==> src/rtl/cpu_output_fifo.sv <==
// Show-ahead FIFO buffering CPU result words for a slower valid/ready sink; sticky overflow on dropped pushes.
// Optional drop counter output enabled by defining CPU_OUTPUT_FIFO_DROP_COUNT_EN.
module cpu_output_fifo #(
  parameter int DATA_WIDTH = 16,
  parameter int DEPTH      = 8,
  parameter int CNT_WIDTH  = $clog2(DEPTH) + 1
) (
  input  logic                  clk,
  input  logic                  reset,
  input  logic [DATA_WIDTH-1:0] in_data,
  input  logic                  in_strobe,
  input  logic                  flush,
  input  logic                  clear_flags,
  output logic [DATA_WIDTH-1:0] out_data,
  output logic                  out_valid,
  input  logic                  out_ready,
  output logic [CNT_WIDTH-1:0]  level,
  output logic                  full,
  output logic                  overflow
`ifdef CPU_OUTPUT_FIFO_DROP_COUNT_EN
  ,
  output logic [7:0]            drop_count
`endif
);

  localparam int PTR_W = $clog2(DEPTH);

  logic [DATA_WIDTH-1:0] mem [DEPTH];
  logic [PTR_W-1:0]      rd_ptr;
  logic [PTR_W-1:0]      wr_ptr;
  logic                  pop;
  logic                  push;
  logic                  drop;
  logic [CNT_WIDTH-1:0]  level_next;

  assign out_valid  = (level != '0);
  assign full       = (level == CNT_WIDTH'(DEPTH));
  assign pop        = out_valid & out_ready;
  // A pop in the same cycle frees the slot, so a push into a full FIFO still lands.
  assign push       = in_strobe & (~full | pop);
  assign drop       = in_strobe & full & ~pop;
  assign out_data   = out_valid ? mem[rd_ptr] : '0;
  assign level_next = level + CNT_WIDTH'(push) - CNT_WIDTH'(pop);

  always_ff @(posedge clk or negedge reset) begin
    if (!reset) begin
      rd_ptr <= '0;
      wr_ptr <= '0;
      level  <= '0;
    end else if (flush) begin
      rd_ptr <= '0;
      wr_ptr <= '0;
      level  <= '0;
    end else begin
      if (push) wr_ptr <= wr_ptr + PTR_W'(1);
      if (pop)  rd_ptr <= rd_ptr + PTR_W'(1);
      level <= level_next;
    end
  end

  // Storage is deliberately left out of reset.
  always_ff @(posedge clk) begin
    if (reset && push && !flush) mem[wr_ptr] <= in_data;
  end

  always_ff @(posedge clk or negedge reset) begin
    if (!reset)           overflow <= 1'b0;
    else if (drop)        overflow <= 1'b1;
    else if (clear_flags) overflow <= 1'b0;
  end

`ifdef CPU_OUTPUT_FIFO_DROP_COUNT_EN
  always_ff @(posedge clk or negedge reset) begin
    if (!reset)                          drop_count <= 8'd0;
    else if (clear_flags)                drop_count <= drop ? 8'd1 : 8'd0;
    else if (drop && drop_count != 8'hFF) drop_count <= drop_count + 8'd1;
  end
`endif

endmodule

==> config.mk <==
export PLATFORM = sky130hd
export DESIGN_NAME = cpu_output_fifo
export DESIGN_NICKNAME = d
export VERILOG_FILES = /design/src/rtl/cpu_output_fifo.sv
export SDC_FILE = /design/constraint.sdc
export NUM_CORES = 1
export LEC_CHECK = 0
export ABC_AREA = 1
export ABC_CLOCK_PERIOD_IN_PS = 2050
export CORE_AREA = 5 5 116 228
export DETAILED_ROUTE_END_ITERATION = 7
export DIE_AREA = 0 0 121 233
export GPL_ROUTABILITY_DRIVEN = 0
export SLEW_MARGIN = 40
export SYNTH_ARGS = -nofsm -noshare
export SYNTH_HDL_FRONTEND = slang
export SYNTH_SLANG_ARGS = --single-unit
==> constraint.sdc <==
create_clock -name clk -period 2.05 [get_ports clk]
set_input_delay 0.41 -clock clk [delete_from_list [all_inputs] [get_ports clk]]
set_output_delay 0.41 -clock clk [all_outputs]
set_load 0.02 [all_outputs]
; ---- Word-level counts from Yosys, hierarchy flattened
; Memories as Yosys holds them, arrays and structs flattened.
; Cells that the tools add are included.
[totals]
regBits = 11
ramBits = 128
inputBits = 22
output_inout_bits = 23
word_cells = 34
memories = 1
[op_classes]
n_addsub = 4
n_eq_ne = 1
muxes = 10
bitwise_logic = 7
reduce_logical = 7
[mem_list]
columns = name, depth, width, rd, rd_ports_with_merged_regs, write_ports, line_no
row1 = mem, 8, 16, 1, 0, 1, 28  ; logic [DATA_WIDTH-1:0] mem [DEPTH];
[ops]
columns = cell, n
row1 = 16-bit 2-to-1 mux, 1
row2 = 3-bit 2-to-1 mux, 4
row3 = "3-bit by 1-bit adder with 3-bit output, second input constant", 2
row4 = 2-bit nonzero test, 3
row5 = 4-bit by 1-bit adder with 4-bit output, 1
row6 = 1-bit AND, 4
row7 = "4-bit equality test, second input constant", 1
row8 = 1-bit 2-to-1 mux, 4
row9 = 4-bit 2-to-1 mux, 1
row10 = 4-bit nonzero test, 1
row11 = 4-bit by 1-bit subtractor with 4-bit output, 1
row12 = 1-bit logical AND, 2
row13 = 1-bit NOT, 2
row14 = 1-bit zero test, 1
row15 = 1-bit bitwise OR, 1

; ---- Logic depth before layout (Yosys ltp)
[logic_depth]
depth_word = 8
mapped_depth = 12
ltp_nobuf = 12

; ---- Least setup slack after synthesis
; OpenSTA, ideal clock, no wires.
[synth_path]
path_type = reg2reg
startpoint = register level[2]
endpoint = memory mem[1][0], enable pin
setup_time_ns = 0.388
arrival_time_ns = 1.921
required_time_ns = 1.662
setup_slack_ns = -0.259
stages_incl_launch_ff = 7
n_path_buf = 0
period_less_slack_ns = 2.309
path_cell_list = dfrtp_1 inv_1 ha_1 nor3b_2 nand2_2 nand3_1 nor2_1
[synth_between]
elab_chain_len = 8
word_cells_on_any_way = 10
classes_between = eq/ne: 1 / mux: 2 / bitwise: 4 / reduce/logical: 3
[synth_lines]
columns = item, line_no
row1 = "start, declared", 17  ; output logic [CNT_WIDTH-1:0] level,
row2 = "start signal, assigned", 57  ; level <= level_next;
row3 = 4-bit equality test, 37  ; assign full = (level == CNT_WIDTH'(DEPTH));
row4 = net full, 18  ; output logic full,
row5 = 1-bit NOT, 40  ; assign push = in_strobe & (~full | pop);
row6 = 1-bit bitwise OR, 40
row7 = 1-bit AND, 40
row8 = 1-bit logical AND (2 in series), 63  ; if (reset && push && !flush) mem[wr_ptr] <= in_data;
row9 = 1-bit 2-to-1 mux, 63
row10 = 1-bit 2-to-1 mux (not written as such), 63
row11 = "end, declared", 28
; The timed path passes the listed nets, and every way through them passes these cells.

; ---- Worst setup path after layout
[layout_path]
startpoint = register rd_ptr[0]
endpoint = output port out_data[9]
[layout_between]
elab_chain_len = 2
[layout_lines]
columns = item, line_no
row1 = "start, declared", 29  ; logic [PTR_W-1:0] rd_ptr;
row2 = "start signal, assigned", 56  ; if (pop) rd_ptr <= rd_ptr + PTR_W'(1);
row3 = memory read 8 x 16 bit, n/a
row4 = 16-bit 2-to-1 mux, 42  ; assign out_data = out_valid ? mem[rd_ptr] : '0;
row5 = "end, declared", 14  ; output logic [DATA_WIDTH-1:0] out_data,
; Every way passes these cells.

==> run metrics <==
run status=finished with violations; violations in the final reports=negative setup slack; share of flip-flops with an asynchronous set or reset after synthesis=7.91%; chip width=121 um; via count of the first global-routing pass=4071; Syn Nets=594; clock sinks=139; reg2reg setup slack=-40 ps; commonest register cell after synthesis=sky130_fd_sc_hd__edfxtp_1; final non-filler cell area=8450 sq um; number of nets in the finished design=691; Warnings, synthesis=0; Buffers on Ports=44; Critical Path End Type=output pin; element type at the critical path start=flip-flop; critical path's slowest cell=sky130_fd_sc_hd__dfrtp_4; Die H=233 um; worst endpoint data arrival time=1830 ps; maximum cell stage delay along the critical path=510 ps; Peak Freq=446 MHz; R2R Path Start=level[2]; wire length per cell after detailed routing=15.2 um; length of the first detailed-routing pass in iterations=5; most common cell after layout, fill and taps aside=sky130_fd_sc_hd__edfxtp_1; worst-case headroom to the max-slew limit=73.9%; Post-Place Setup Slack=-150 ps; CTS root buffer=sky130_fd_sc_hd__clkbuf_16; shortest clock period the worst path allows after layout=2240 ps; Core Footprint=24400 sq um; floorplan die area=28200 sq um; remaining routing DRC violations=0; total vias in the final route=4237; Worst Clk Skew=6.67 ps; maximum number of pins on one net before global-route repair=25; period utilisation layout=109%; commonest cells after routing, fill and taps aside=sky130_fd_sc_hd__edfxtp_1 (128), sky130_fd_sc_hd__nor2_1 (102), sky130_fd_sc_hd__nand2_1 (82); CTS H-tree lvls=4; clock transition at the register clock pins on the worst setup and hold paths after CTS=60 ps; number of standard-cell rows in the floorplan=81; Setup violations, final=18; power after layout=0.0111 W; transition time of the tightest slew-check pin=391 ps; Ports=45; number of flops mapped to enable cells by yosys=128; clock tree from TritonCTS=done; Overall Global Routing Usage=10.7%; worst-case reg-to-reg path depth=12; flops & latches, synth=139; cell area after technology mapping=6030 sq um; violation count after the first detailed-routing iteration=196; number of antenna violations at the first check in global routing=0; max capacitance violation total=0; synthesized instance count=564; endpoints failing hold=0; fraction of layout instances using a drive strength above 1=24.8%; wire length after detailed routing=15300 um; count of distinct cell types in the synthesized netlist=28; Worst Setup Slack, final=-193 ps; Avg Vias per Cell=4.21; total inserted antenna cells=0; largest fanout of any net on the critical path=7; worst-path cell chain=buf_12 > buf_12 > nor2_2 > nor2_1 > nand2_1 > nand3_2 > nand2_1 > nor2_1 > buf_4; setup repair after global routing missed its margin=true; endpoint required time on the critical path=1640 ps; global-route wire length before repair=22000 um; area growth from synthesis to final layout=40.1%; total congestion overflow=0; static leakage power=3.28 nW; final slew viol count=0; Placed Instance Area=7240 sq um; Crit Path Class=reg2out; reg-to-reg endpoint=level[1]; sequential element share of the synthesized area=68.3%; Cell Pwr Density=1310 nW/um^2; number of buffers inserted during clock tree synthesis=17; syn avg cell area=10.7 sq um; Detail Placement HPWL=8970 um; Initial Utilization=24.7%; worst-case clock buffer depth=2; largest vdd supply drop=0.000686 V; start point of the critical path=rd_ptr[0]; hold crit path type=reg2reg; capture point of the critical path=out_data[9]; number of antenna-violating nets in the routed design=0; clock latency on the worst-skew pair=420 ps
-- cell families after synthesis --
family	Yosys count	synth area share, %
xor+xnor	3	0.436
flops	139	68.3
buf+inv	89	6.45
fa+ha+maj	8	1.78
simple gates	271	18.6
compound gates	54	4.50
-- through the flow --
stage | hold slack (ps) | utilization (%) | TNS (ps) | cells
6_report | 539 | 34.6 | -2660 | 1006
5_1_grt | 556 | 34.6 | -4480 | 1006
4_1_cts | 530 | 33.3 | -2990 | 997
3_5_place_dp | 525 | 29.6 | -9540 | 955
3_3_place_gp | 532 | 29.6 | -3490 | 955
2_1_floorplan | 114 | - | -11770 | 564
-- critical path, delay by kind of cell, from the launching register on --
kind | cells | cell delay (ps)
DFF | 1 | 510
and+or+nand+nor | 6 | 430
buffers and inverters | 3 | 460
-- what timing repair did --
action / CTS / global route
hold endpoints to repair: 0 / 0
cloned: 4 / 5
hold buffers: 0 / 0
resized for setup: 118 / 62
pin swaps: 3 / 17
setup buffers: 6 / 4
setup endpoints to repair: 149 / 102
-- per-layer routing --
layer | up-vias | routed length, um | GRT usage (%)
li1 | 2075 | - | -
met1 | 2053 | 5380 | 10.5
met2 | 86 | 9020 | 20.3
met3 | 23 | 453 | 2.41
met4 | 0 | 447 | 5.50
met5 | - | 0 | 0
-- state kept, by name, summed over array words and instances (netlist names) --
| signal | cells |
|---|---|
| mem | 128 |
| level | 4 |
| rd_ptr | 3 |
| wr_ptr | 3 |
| overflow | 1 |
-- worst min-delay path by stage --
| stage | cells after the start | slack [ps] | from | end |
|---|---|---|---|---|
| after global placement | 2 | 530 | overflow | overflow |
| after detailed placement | 2 | 530 | overflow | overflow |
| final | 2 | 540 | overflow | overflow |
| after CTS | 2 | 530 | reset | wr_ptr[0] |
| after floorplan | 0 | 110 | reset | level[0] |
| after global routing | 2 | 560 | clear_flags | overflow |
-- Yosys cell counts, types with 5 or more instances --
cell	instances	area share (%)
sky130_fd_sc_hd__nand3_1	46	3.8
sky130_fd_sc_hd__inv_1	60	3.7
sky130_fd_sc_hd__o21ai_1	15	1.2
sky130_fd_sc_hd__dfrtp_1	11	4.6
sky130_fd_sc_hd__ha_1	7	1.5
sky130_fd_sc_hd__nor2_1	125	7.8
sky130_fd_sc_hd__nand4_1	6	0.62
sky130_fd_sc_hd__buf_4	5	0.62
sky130_fd_sc_hd__edfxtp_1	128	64
sky130_fd_sc_hd__buf_2	12	1.0
sky130_fd_sc_hd__o21ai_0	36	3.0
sky130_fd_sc_hd__nand2_1	88	5.5
-- where the power goes --
part           switching, W  internal [W]
sequential        0.0000774       0.00321
combinational       0.00236       0.00203
clock               0.00113       0.00227
total               0.00356       0.00750
-- layout make-up --
class / count / area [sq um]
Inverter: 62 / 236
Clock buffer: 19 / 433
Sequential cell: 139 / 4130
Clock inverter: 13 / 223
Tap cell: 332 / 415
Timing Repair Buffer: 105 / 1260
Multi-Input combinational cell: 336 / 1750
Fill cell: 2361 / 16000
(Power assumes the default switching activity.)
